<file path="src/rtl/pet_pkg.sv">
// Shared definitions for the pet needs engine: action codes, screen ids,
// life-cycle states, needs_values field offsets and saturating arithmetic helpers.
package pet_pkg;

  localparam logic [2:0] ACT_FEED    = 3'd0;
  localparam logic [2:0] ACT_SLEEP   = 3'd1;
  localparam logic [2:0] ACT_WAKE    = 3'd2;
  localparam logic [2:0] ACT_PLAY    = 3'd3;
  localparam logic [2:0] ACT_HEAL    = 3'd4;
  localparam logic [2:0] ACT_RESTART = 3'd7;

  localparam logic [3:0] SCR_MAIN  = 4'd0;
  localparam logic [3:0] SCR_EAT   = 4'd1;
  localparam logic [3:0] SCR_SLEEP = 4'd2;
  localparam logic [3:0] SCR_PLAY  = 4'd3;
  localparam logic [3:0] SCR_HEAL  = 4'd4;
  localparam logic [3:0] SCR_DEAD  = 4'd5;

  typedef enum logic [1:0] {
    ST_ALIVE    = 2'd0,
    ST_SLEEPING = 2'd1,
    ST_DEAD     = 2'd2
  } pet_state_e;

  localparam int NV_HEALTH_LSB = 0;
  localparam int NV_FUN_LSB    = 8;
  localparam int NV_ENERGY_LSB = 16;
  localparam int NV_HUNGER_LSB = 24;
  localparam int NV_ALIVE_BIT  = 32;

  // clamp(v + gain - dec, 0, 255); 10-bit signed covers -255..510
  function automatic logic [7:0] sat_update(logic [7:0] v, logic [7:0] gain, logic [7:0] dec);
    logic signed [9:0] s;
    s = $signed({2'b00, v}) + $signed({2'b00, gain}) - $signed({2'b00, dec});
    if (s < 10'sd0) return 8'd0;
    else if (s > 10'sd255) return 8'hFF;
    else return s[7:0];
  endfunction

  function automatic logic [2:0] count_low(logic [7:0] a, logic [7:0] b, logic [7:0] c,
                                           logic [7:0] d, logic [7:0] th);
    return 3'(a < th) + 3'(b < th) + 3'(c < th) + 3'(d < th);
  endfunction

endpackage

</file>
<file path="src/rtl/pet_tick_gen.sv">
// Game tick generator: one-cycle tick every TICK_CYCLES clocks, or every
// TICK_CYCLES/10 clocks in test_mode; any test_mode change restarts the count.
module pet_tick_gen #(
  parameter int TICK_CYCLES = 50_000_000
) (
  input  logic clk,
  input  logic rst,
  input  logic test_mode,
  output logic tick
);

  localparam int FAST = (TICK_CYCLES / 10 > 0) ? TICK_CYCLES / 10 : 1;
  localparam int CW   = (TICK_CYCLES > 2) ? $clog2(TICK_CYCLES) : 1;

  logic [CW-1:0] cnt;
  logic [CW-1:0] limit;
  logic          tm_q;

  assign limit = test_mode ? CW'(FAST - 1) : CW'(TICK_CYCLES - 1);
  assign tick  = (cnt == limit) && (test_mode == tm_q);

  always_ff @(posedge clk) begin
    if (rst) begin
      cnt  <= '0;
      tm_q <= test_mode;
    end else begin
      tm_q <= test_mode;
      if ((test_mode != tm_q) || tick) cnt <= '0;
      else                             cnt <= cnt + 1'b1;
    end
  end

endmodule

</file>
<file path="src/rtl/pet_needs_engine.sv">
// Pet game-state engine: four decaying needs, user actions with ack handshake,
// ALIVE/SLEEPING/DEAD life cycle, packed outputs for the display controller.
module pet_needs_engine
  import pet_pkg::*;
#(
  parameter int TICK_CYCLES  = 50_000_000,
  parameter int DECAY_HUNGER = 3,
  parameter int DECAY_ENERGY = 5,
  parameter int DECAY_FUN    = 4,
  parameter int ACTION_GAIN  = 40,
  parameter int LOW_THRESH   = 50,
  parameter int ANIM_TICKS   = 3,
  parameter int INIT_VALUE   = 200
) (
  input  logic        clk,
  input  logic        rst,
  input  logic        test_mode,
  input  logic        action_valid,
  input  logic [2:0]  action_code,
  output logic        action_ack,
  output logic [32:0] needs_values,
  output logic [8:0]  screen_param,
  output logic        update
);

  // state       | meaning
  // ST_ALIVE    | needs decay, feed/play/heal/sleep applied
  // ST_SLEEPING | energy +1 per tick, wake or full energy returns to ALIVE
  // ST_DEAD     | needs frozen, only restart is applied

  localparam logic [7:0] INIT      = 8'(INIT_VALUE);
  localparam logic [7:0] GAIN      = 8'(ACTION_GAIN);
  localparam logic [7:0] THR       = 8'(LOW_THRESH);
  localparam logic [7:0] ANIM      = 8'(ANIM_TICKS);
  localparam logic [7:0] RL_H      = 8'(DECAY_HUNGER);
  localparam logic [7:0] RL_E      = 8'(DECAY_ENERGY);
  localparam logic [7:0] RL_F      = 8'(DECAY_FUN);
  localparam logic [7:0] PLAY_COST = 8'd10;

  logic tick;

  pet_tick_gen #(.TICK_CYCLES(TICK_CYCLES)) u_tick_gen (
    .clk       (clk),
    .rst       (rst),
    .test_mode (test_mode),
    .tick      (tick)
  );

  pet_state_e state_q, state_n;
  logic [7:0] hunger_q, energy_q, fun_q, health_q;
  logic [7:0] hunger_n, energy_n, fun_n, health_n;
  logic [7:0] dh_q, de_q, df_q, dh_n, de_n, df_n;
  logic [7:0] anim_q, anim_n;
  logic [3:0] scr_q, scr_n;
  logic [2:0] mood_q, mood_n;
  logic [1:0] frame_q, frame_n;
  logic       ack_q, upd_q, upd_n;
  logic       take, restart, alive_q, alive_n;
  logic [7:0] g_h, g_e, g_f, g_hl, d_h, d_e, d_f, d_hl;

  assign alive_q = (state_q != ST_DEAD);
  assign alive_n = (state_n != ST_DEAD);

  always_comb begin
    state_n = state_q;
    scr_n   = scr_q;
    anim_n  = anim_q;
    frame_n = frame_q;
    dh_n    = dh_q;
    de_n    = de_q;
    df_n    = df_q;
    g_h = '0; g_e = '0; g_f = '0; g_hl = '0;
    d_h = '0; d_e = '0; d_f = '0; d_hl = '0;
    restart = 1'b0;
    take    = action_valid && !ack_q;

    if (tick) frame_n = frame_q + 2'd1;

    if (tick && alive_q) begin
      dh_n = (dh_q <= 8'd1) ? RL_H : dh_q - 8'd1;
      d_h  = (dh_q <= 8'd1) ? 8'd1 : 8'd0;
      df_n = (df_q <= 8'd1) ? RL_F : df_q - 8'd1;
      d_f  = (df_q <= 8'd1) ? 8'd1 : 8'd0;
      if (state_q == ST_ALIVE) begin
        de_n = (de_q <= 8'd1) ? RL_E : de_q - 8'd1;
        d_e  = (de_q <= 8'd1) ? 8'd1 : 8'd0;
      end else begin
        g_e = 8'd1;
      end
      if (hunger_q == 8'd0 || energy_q == 8'd0 || fun_q == 8'd0) d_hl = 8'd1;
      else if (hunger_q >= THR && energy_q >= THR && fun_q >= THR) g_hl = 8'd1;
      // transient screens count down here; a new action below overrides
      if (scr_q == SCR_EAT || scr_q == SCR_PLAY || scr_q == SCR_HEAL) begin
        if (anim_q <= 8'd1) scr_n = SCR_MAIN;
        else                anim_n = anim_q - 8'd1;
      end
    end

    if (take) begin
      case (state_q)
        ST_ALIVE: begin
          case (action_code)
            ACT_FEED:  begin g_h = GAIN; scr_n = SCR_EAT; anim_n = ANIM; end
            ACT_PLAY:  begin
              g_f    = GAIN;
              d_e    = d_e + PLAY_COST;
              scr_n  = SCR_PLAY;
              anim_n = ANIM;
            end
            ACT_HEAL:  begin g_hl = g_hl + GAIN; scr_n = SCR_HEAL; anim_n = ANIM; end
            ACT_SLEEP: begin state_n = ST_SLEEPING; scr_n = SCR_SLEEP; end
            default:   ;
          endcase
        end
        ST_SLEEPING: begin
          if (action_code == ACT_WAKE) begin
            state_n = ST_ALIVE;
            scr_n   = SCR_MAIN;
          end
        end
        default: begin
          if (action_code == ACT_RESTART) restart = 1'b1;
        end
      endcase
    end

    hunger_n = sat_update(hunger_q, g_h, d_h);
    energy_n = sat_update(energy_q, g_e, d_e);
    fun_n    = sat_update(fun_q, g_f, d_f);
    health_n = sat_update(health_q, g_hl, d_hl);

    if (state_q == ST_SLEEPING && state_n == ST_SLEEPING && energy_n == 8'hFF) begin
      state_n = ST_ALIVE;
      scr_n   = SCR_MAIN;
    end
    if (alive_q && health_n == 8'd0) begin
      state_n = ST_DEAD;
      scr_n   = SCR_DEAD;
    end

    if (restart) begin
      state_n  = ST_ALIVE;
      scr_n    = SCR_MAIN;
      anim_n   = '0;
      frame_n  = '0;
      hunger_n = INIT;
      energy_n = INIT;
      fun_n    = INIT;
      health_n = INIT;
      dh_n     = RL_H;
      de_n     = RL_E;
      df_n     = RL_F;
    end

    mood_n = count_low(hunger_n, energy_n, fun_n, health_n, THR);
    upd_n  = {alive_n, hunger_n, energy_n, fun_n, health_n, scr_n, mood_n, frame_n} !=
             {alive_q, hunger_q, energy_q, fun_q, health_q, scr_q, mood_q, frame_q};
  end

  always_ff @(posedge clk) begin
    if (rst) begin
      state_q  <= ST_ALIVE;
      hunger_q <= INIT;
      energy_q <= INIT;
      fun_q    <= INIT;
      health_q <= INIT;
      dh_q     <= RL_H;
      de_q     <= RL_E;
      df_q     <= RL_F;
      anim_q   <= '0;
      scr_q    <= SCR_MAIN;
      mood_q   <= '0;
      frame_q  <= '0;
      ack_q    <= 1'b0;
      upd_q    <= 1'b0;
    end else begin
      state_q  <= state_n;
      hunger_q <= hunger_n;
      energy_q <= energy_n;
      fun_q    <= fun_n;
      health_q <= health_n;
      dh_q     <= dh_n;
      de_q     <= de_n;
      df_q     <= df_n;
      anim_q   <= anim_n;
      scr_q    <= scr_n;
      mood_q   <= mood_n;
      frame_q  <= frame_n;
      ack_q    <= take;
      upd_q    <= upd_n;
    end
  end

  assign action_ack   = ack_q;
  assign update       = upd_q;
  assign needs_values = {alive_q, hunger_q, energy_q, fun_q, health_q};
  assign screen_param = {scr_q, mood_q, frame_q};

endmodule

</file>
<file path="config.mk">
export PLATFORM = sky130hd
export DESIGN_NAME = pet_needs_engine
export DESIGN_NICKNAME = d
export VERILOG_FILES = /design/src/rtl/pet_pkg.sv /design/src/rtl/pet_tick_gen.sv /design/src/rtl/pet_needs_engine.sv
export SDC_FILE = /design/constraint.sdc
export NUM_CORES = 1
export LEC_CHECK = 0
export ABC_AREA = 0
export CORE_MARGIN = 5
export CORE_UTILIZATION = 50
export DETAILED_ROUTE_END_ITERATION = 6
export HOLD_SLACK_MARGIN = 0.03
export PLACE_DENSITY = 0.69
export RECOVER_POWER = 50
export SLEW_MARGIN = 20
export SYNTH_ARGS = -nofsm -noshare
export SYNTH_HDL_FRONTEND = slang
export SYNTH_SLANG_ARGS = --single-unit
</file>
<file path="constraint.sdc">
create_clock -name clk -period 13 [get_ports clk]
set_clock_uncertainty 0.1 [all_clocks]
set_input_delay 1.3 -clock clk [delete_from_list [all_inputs] [get_ports clk]]
set_output_delay 1.3 -clock clk [all_outputs]
set_load 0.005 [all_outputs]
</file>
# --- Word-level counts from Yosys, hierarchy flattened ---
# Cells that the tools add are included.
# Widths: inputs -> output; s select.
totals:
  elab_cells: 166
  output_inout_bits: 44
  reg_bits: 104
  input_bits: 7
op_classes:
  n_addsub: 19
  n_eq_ne: 17
  n_reduce_logical: 25
  magnitude_cmp: 19
  muxes: 70
op_table:
  columns: ["op", "count"]
  rows:
  - ["$mux 8", 27]
  - ["$ne 42x42->1", 1]
  - ["$gt 10x9->1 const B", 4]
  - ["$lt 10x1->1 const B", 4]
  - ["$sub 9x8->10", 4]
  - ["$add 8x8->9", 4]
  - ["$mux 6", 6]
  - ["$le 8x1->1 const B", 4]
  - ["$logic_not 8->1", 4]
  - ["$lt 8x6->1 const B", 4]
  - ["$mux 4", 8]
  - ["$sub 8x1->8 const B", 4]
  - ["$add 26x1->26 const B", 1]
  - ["$eq 26x26->1", 1]
  - ["$mux 26", 1]
  - ["$ge 8x6->1 const B", 3]
  - ["$mux 1", 17]
  - ["$mux 2", 8]
  - ["$pmux 4 s4", 1]
  - ["$add 8x4->8 const B", 1]
  - ["$add 8x6->8 const B", 1]
  - ["$eq 8x8->1 const B", 1]
  - ["$logic_and 1x1->1", 8]
  - ["$pmux 4 s2", 1]
  - ["22 further kinds", 32]

# --- Depth between registers and ports, before layout ---
# Gate-level depths: netlist of run 1.
depth:
  ltp_word: 21
  depth_mapped: 30
  mapped_depth_nobuf: 30

# --- Cells and area by module ---
# From an unflattened synthesis of run 1, not the netlist that was laid out.
hier_totals:
  cells_unflattened: 1005
  area_unflattened_um2: 8270.4
by_module_without_submodules:
  columns: ["mod", "seq_area_each_um2", "n_inst", "area_per_inst_um2", "cells_each"]
  rows:
  - ["pet_needs_engine", 1541.5, 1, 6710.2, 854]
  - ["pet_tick_gen", 540.5, 1, 1560.2, 151]

# --- Worst setup path before layout of run 1 ---
# OpenSTA, ideal clock, no wires.
synth_timing:
  path_kind: "input port to flip-flop"
  from: "input test_mode"
  to: "register upd_q, in the netlist update"
  t_required_ps: 12759
  path_slack_ps: 5370
  arrival_time_ps: 7390
  setup_ps: 141
  stages: 27
  path_buffers: 0
  path_cell_list: "nor4bb_1 -> nand4_1 -> a2111oi_4 -> and3_1 -> ha_1 -> inv_1 -> ha_1 -> fa_1 -> a211oi_4 -> nor4_2 -> o31a_1 -> nor3_1 -> nand2_1 -> o21ai_0 -> nand2_1 -> fa_1 -> inv_1 -> ha_1 -> ha_1 -> xor2_1 -> a2111oi_0 -> nand3_1 -> a21oi_1 -> o2111ai_1 -> or3_4 -> a2111oi_4 -> a41oi_2"
synth_via:
  elab_cells_between_ends: 71
  classes_between: "add/sub: 11; order compare: 12; eq/ne: 5; mux: 38; reduce/logical: 5"
synth_rtl:
  columns: ["item", "line_no", "text"]
  rows:
  - ["start, declared", "pet_needs_engine.sv:17", "input logic test_mode,"]
  - ["$mux 26", "pet_tick_gen.sv:19", "assign limit = test_mode ? CW'(FAST - 1) : CW'(TICK_CYCLES - 1);"]
  - ["$eq 26x26->1", "pet_tick_gen.sv:20", "assign tick = (cnt == limit) && (test_mode == tm_q);"]
  - ["$logic_and 1x1->1 *", "pet_tick_gen.sv:20", null]
  - ["$logic_and 1x1->1 *", "pet_needs_engine.sv:79", "if (tick && alive_q) begin"]
  - ["parallel branches: the longest is 13 deep, another holds $sub 9x8->10", null, null]
  - ["$add 3x1->3 *", "pet_pkg.sv:42", "return 3'(a < th) + 3'(b < th) + 3'(c < th) + 3'(d < th);"]
  - ["via mood_n[1]", "pet_needs_engine.sv:55", "logic [2:0] mood_q, mood_n;"]
  - ["$ne 42x42->1 *", "pet_needs_engine.sv:156", "upd_n = {alive_n, hunger_n, energy_n, fun_n, health_n, scr_n, mood_n, frame_n} !="]
  - ["end signal, assigned", "pet_needs_engine.sv:190", "upd_q <= upd_n;"]
  - ["end, declared", "pet_needs_engine.sv:57", "logic ack_q, upd_q, upd_n;"]
# Mark *: on every way through the listed nets, which the timed path passes.
# A chain may end at the register's enable or synchronous reset.

# --- Worst setup path in the final report of run 1 ---
# Same ends and word-level chain as after synthesis.

==> impl_metrics.toml, run 1 <==
[run_status]
outcome = "completed"

[floorplan]
die_y_extent_um = 136
core_area_um2 = 15800
pin_count = 51
row_count = 46
floorplan.die_area_um2 = 18500
initial_utilization = 0.504
horiz_die_dim_um = 136

[min_path]
worst_hold_class = "register to register"
hold_path_end = "u_tick_gen.cnt[0]"
worst_hold_startpoint = "u_tick_gen.cnt[0]"
worstHoldPathCells = 1

[setup_path]
critical-path-max-stage-delay_ns = 0.78
reg2reg_setup_slack_ns = 5.29
reg2reg_depth = 29
critical_path.slowest_cell = "sky130_fd_sc_hd__a2111oi_4"
worst_setup_path_start_kind = "input port"
crit_family = "compound AO/OA/AOI/OAI gates"
critical_path.n_buffers_inverters = 3
reg2reg_to = "update"
critical_path_peak_fanout = 10
timing.critical_path.arrival_ns = 8.84
worst_r2r_startpoint = "u_tick_gen.cnt[22]"
path_common_cell = "sky130_fd_sc_hd__ha_1"
cp_data_required_time_ns = 13.10
sort_of_element_at_the_end_of_the_critical_path = "register"
criticalPathCategory = "input port to register"

[job]
maxCapViolations = 0

[sta]
worst_slew_pin_slew_ns = 0.998
slew_headroom = 0.334
finalHoldViolCount = 0
final_period_minus_worst_setup_slack_ns = 8.74
setup-violations-final = 0
finalCritPeriodShare = 0.672
rsz0062_at_grt = "no"
tns_ns = 0
fmax_ghz = 0.114
final_max_slew_viol_count = 0
finalHoldWorstSlack_ns = 0.383

[finish]
layout.cells.most_common_list = "sky130_fd_sc_hd__nor2_1 (143), sky130_fd_sc_hd__dfxtp_1 (104), sky130_fd_sc_hd__nand2_1 (81)"
syn2layout_area_growth_pct = 12.5
fraction_of_layout_instances_using_a_drive_strength_above_1 = 0.0475
fin_nets = 1121
nFillCells = 1467
insertedDiodeCount = 0
final_common_cell = "sky130_fd_sc_hd__nor2_1"

[routing]
route.detailed.drc = 0
dr_total_vias = 7487
wl_mm = 21.7
firstDrtPassIters = 5
initialDrtViolationCount = 671
detail_routed_net_length_per_standard_cell_um = 17.1
vias_per_cell = 5.90
detail-route-antenna-nets = 0

[logic_synthesis]
yosysWarningCount = 0
edff_count_synth = 0
post_synth_inst_count = 1007
synthesis.area_per_instance_um2 = 7.90
post_synth_instance_area_um2 = 7950
ys_types = 90
ys_ff_latch = 104
syn-num-nets = 1081
ys.flop_type = "sky130_fd_sc_hd__dfxtp_1"
synth-seq-area-share = 0.262
ys_async_rst_share = 0

[grt]
grt_max_degree = 27
grt_pass1_vias = 6927
grt_antenna_before_repair = 0
global_route.usage.total = 0.238
globalRoute.totalOverflow = 0
wire_length_of_the_first_global_routing_pass_mm = 35.5

[clocking]
cts_max_path_buffers = 2
setup_repair_bufs_after_cts = 0
tritoncts = "built"
cts_num_sinks = 104
cts.htree.levels = 3
hold_buffers = 0
numCtsBuffers = 9
cts-root-buf = "sky130_fd_sc_hd__clkbuf_16"
count_of_cells_resized_by_post_cts_repair = 0
clk_pin_slew_worst_paths_ns = 0.08
insertion_delay_ns = 0.36

[placement]
detailedPlacementHpwl_mm = 16.7
numPortBuffers = 50
place.gp.congestion = 0.906

[power]
powerDensity_nw_per_um2 = 254
largest_voltage_drop_on_the_vdd_net_uv = 160
total_leakage_power_nw = 3.59
## state kept, by name (all words and copies together), names as in the netlist
signal,flops
mood_q,3
state_q,2
hunger_q,8
u_tick_gen.tm_q,1
de_q,8
frame_q,2
fun_q,8
scr_q,4
dh_q,8
health_q,8
energy_q,8
df_q,8
anim_q,8
u_tick_gen.cnt,26
update,1
action_ack,1
## cell families after synthesis
logic type / share of synthesized area
AO/OA/AOI/OAI: 0.198
adder cells (fa/ha/maj): 0.110
AND/OR/NAND/NOR: 0.291
buffers and inverters: 0.0481
multiplexers: 0.0104
XOR/XNOR: 0.0815
flip-flops: 0.262
## power breakdown
group	leakage [nW]	total, mW	internal (mW)	switching, mW
clock network	0.146	0.281	0.138	0.143
registers	0.849	0.451	0.368	0.0829
logic	2.60	1.54	0.625	0.917
total	3.59	2.27	1.13	1.14
## final cells by class
class	count	area, um^2	share of cell area
well taps	216	270	0.0302
inverters	71	267	0.0298
repair buffers	56	538	0.0601
flip-flops and latches	104	2080	0.233
clock buffers	9	225	0.0252
clock inverters	7	80.1	0.00895
multi-input cells	805	5490	0.613
## cells in the mapped netlist (all sizes together), types with 9 or more instances
cell type	number	area share
nor4b	13	0.017
or3	9	0.0077
clkbuf	18	0.0085
xnor2	30	0.033
nor2b	14	0.011
ha	62	0.098
a21oi	38	0.024
buf	9	0.0061
o21ai	45	0.028
nand3	38	0.024
o2111ai	9	0.0099
nand2b	17	0.013
nand4	13	0.011
nand2	81	0.038
inv	71	0.034
o211ai	10	0.0094
nor3	28	0.019
dfxtp	104	0.26
nor4	20	0.018
a211oi	12	0.014
nor2	143	0.067
and3	16	0.013
xor2	44	0.048
## how the worst max path moves through the flow
| stage | start | to | slack [ns] | cells past startpoint |
|---|---|---|---|---|
| global placement | test_mode | update | 4.30 | 30 |
| floorplan | test_mode | update | 5.37 | 27 |
| CTS | test_mode | update | 4.39 | 30 |
| finish | test_mode | update | 4.26 | 28 |
| global route | test_mode | update | 3.89 | 28 |
| detailed placement | test_mode | update | 4.02 | 30 |
## through the flow
step,util,power (mW),cell area [um^2],setup WS (ns),cells
after global placement,0.549,1.96,8660,4.30,1252
after detailed placement,0.549,1.97,8660,4.02,1252
final,0.568,2.27,8950,4.26,1268
after floorplan,-,1.58,7950,5.37,1007
after CTS,0.568,2.26,8960,4.39,1268
after global routing,0.568,2.46,8950,3.89,1268
## worst reg2reg max path: cells and delay by family, from the launching register on
family                   cells  cell delay, ns
AO/OA/AOI/OAI               10            2.49
adder cells (fa/ha/maj)      6            1.72
buffers and inverters        3            0.16
flip-flops                   1            0.40
AND/OR/NAND/NOR              9            2.53
XOR/XNOR                     1            0.16
## per-layer routing
layer / up-vias / track usage / routed length (um)
li1: 3698 / - / -
met5: - / 0 / 0
met4: 0 / 0.0661 / 485
met3: 35 / 0.0529 / 1510
met1: 3491 / 0.339 / 10400
met2: 263 / 0.361 / 9320
Power figures use the tool's default switching activity.
==> inputs of run 2 (changes only) <==
Settings changed: PLACE_DENSITY 0.69 to 0.72.
Clock period 13 ns to 7.93 ns, I/O delays scaled along.
==> run 2 against run 1 <==
Compared with the run above:
- via count increased by 2.3%
- highest routed layer unchanged
- wire length rose by 0.59%
- register-to-register slack got worse by 4.7 ns
- sequential share of layout area decreased by 0.67 points
- critical endpoint unchanged
- global-route usage rose by 0.11 points
- non-clock buffer count is 33 higher
==> impl_metrics.toml, run 2 (same netlist as run 1, synthesis figures left out) <==
[clocking]
cts_num_sinks = 104
cts_max_path_buffers = 2
hold_buffers = 0
clk_pin_slew_worst_paths_ns = 0.08
insertion_delay_ns = 0.37
tritoncts = "built"
cts-root-buf = "sky130_fd_sc_hd__clkbuf_16"
cts.htree.levels = 3
numCtsBuffers = 9

[sta]
slew_headroom = 0.205
fmax_ghz = 0.134
rsz0062_at_grt = "no"
finalHoldWorstSlack_ns = 0.364
final_period_minus_worst_setup_slack_ns = 7.46
finalCritPeriodShare = 0.941
finalHoldViolCount = 0
final_max_slew_viol_count = 0
worst_slew_pin_slew_ns = 1.18
setup-violations-final = 0

[floorplan]
initial_utilization = 0.504
row_count = 46
core_area_um2 = 15800
horiz_die_dim_um = 136
pin_count = 51
die_y_extent_um = 136
floorplan.die_area_um2 = 18500

[power]
total_leakage_power_nw = 3.76
largest_voltage_drop_on_the_vdd_net_uv = 257
powerDensity_nw_per_um2 = 427

[finish]
flip_flop_count_of_the_largest_register_all_copies_and_words_added = 26
nFillCells = 1483
fin_util = 0.584
fin_nets = 1154
multiInputGateArea_um2 = 5500
layout.cells.non_filler = 1301
insertedDiodeCount = 0
syn2layout_area_growth_pct = 15.9
register_area_um2 = 2080
fraction_of_layout_instances_using_a_drive_strength_above_1 = 0.0793
layout.cells.most_common_list = "sky130_fd_sc_hd__nor2_1 (143), sky130_fd_sc_hd__dfxtp_1 (104), sky130_fd_sc_hd__nand2_1 (81)"
final_common_cell = "sky130_fd_sc_hd__nor2_1"
top_register = "u_tick_gen.cnt"

[setup_path]
worst_setup_path_start_kind = "input port"
path_common_cell = "sky130_fd_sc_hd__ha_1"
crit_family = "compound AO/OA/AOI/OAI gates"
critical_path.n_buffers_inverters = 4
critical_path.slowest_cell = "sky130_fd_sc_hd__clkdlybuf4s50_1"
cp_data_required_time_ns = 8.04
critical_path_peak_fanout = 5
criticalPathCategory = "input port to register"
timing.critical_path.arrival_ns = 7.57
critical-path-max-stage-delay_ns = 0.53
sort_of_element_at_the_end_of_the_critical_path = "register"

[placement]
numPortBuffers = 50
detailedPlacementHpwl_mm = 16.9
post-place-cells = 1284
place.gp.congestion = 0.962

[grt]
grt_antenna_before_repair = 0
grt_max_degree = 27
wire_length_of_the_first_global_routing_pass_mm = 35.7
global_route.usage.total = 0.239
grt_pass1_vias = 7059
globalRoute.totalOverflow = 0

[routing]
route.detailed.drc = 0
wl_mm = 21.8
detail_routed_net_length_per_standard_cell_um = 16.8
firstDrtPassIters = 5
vias_per_cell = 5.89
detail-route-antenna-nets = 0
initialDrtViolationCount = 530
dr_total_vias = 7661

[min_path]
worst_hold_class = "register to register"

[job]
maxCapViolations = 0

[run_status]
outcome = "completed"
## run 2: cell types whose count changed in the layout (fill, tap and decap cells not counted), sizes merged
cell | before | now
clkdlybuf4s50 | 6 | 4
buf | 4 | 38
clkinv | 1 | 4
inv | 76 | 73
dlygate4sd3 | 44 | 45
## run 2: per-stage QoR
step | setup slack, ns | total power [mW] | area (um^2) | setup TNS [ns]
after floorplan | 0.807 | 2.58 | 7950 | 0
after global placement | 0.0611 | 3.38 | 8900 | 0
after detailed placement | -0.356 | 3.41 | 8900 | -0.356
after CTS | 0.123 | 3.92 | 9220 | 0
after global routing | 0.108 | 4.26 | 9220 | 0
final | 0.468 | 3.94 | 9220 | 0
## run 2: final timing paths
path,start,to,slack [ns],depth (start not counted)
setup / recovery,action_valid,update,0.47,28
hold / removal,u_tick_gen.cnt[0],u_tick_gen.cnt[0],0.36,1
setup reg to reg,u_tick_gen.cnt[7],update,0.63,30
hold reg to reg,u_tick_gen.cnt[0],u_tick_gen.cnt[0],0.36,1
## run 2: worst register-to-register path: cells and delay by family (launching register included)
kind	cells	cell delay (ns)
adder cells (fa/ha/maj)	6	1.49
XOR/XNOR	1	0.18
flip-flops	1	0.36
AO/OA/AOI/OAI	10	2.20
buffers and inverters	4	0.33
AND/OR/NAND/NOR	9	2.49
## run 2: layout make-up
class,count,share of cell area
inverters,71,0.0289
multi-input cells,805,0.597
well taps,216,0.0293
repair buffers,89,0.0850
clock inverters,7,0.00950
clock buffers,9,0.0244
flip-flops and latches,104,0.226
## run 2: report_power, final
part	leakage [nW]	internal (mW)	switching, mW
Clock	0.148	0.226	0.240
Combinational	2.77	1.19	1.55
Sequential	0.849	0.603	0.135
## run 2: what timing repair did
| item | CTS | global route |
|---|---|---|
| setup endpoints to repair | 1 | 1 |
| gates resized for setup | 2 | 4 |
| buffers inserted | 0 | 1 |
| pin swaps | 0 | 5 |
## run 2: per-layer routing
layer	global-route usage	wire, um	up-vias
met1	0.336	10400	3553
li1	-	-	3794
met4	0.0997	726	0
met3	0.0433	1500	51
met5	0	0	-
met2	0.359	9220	263
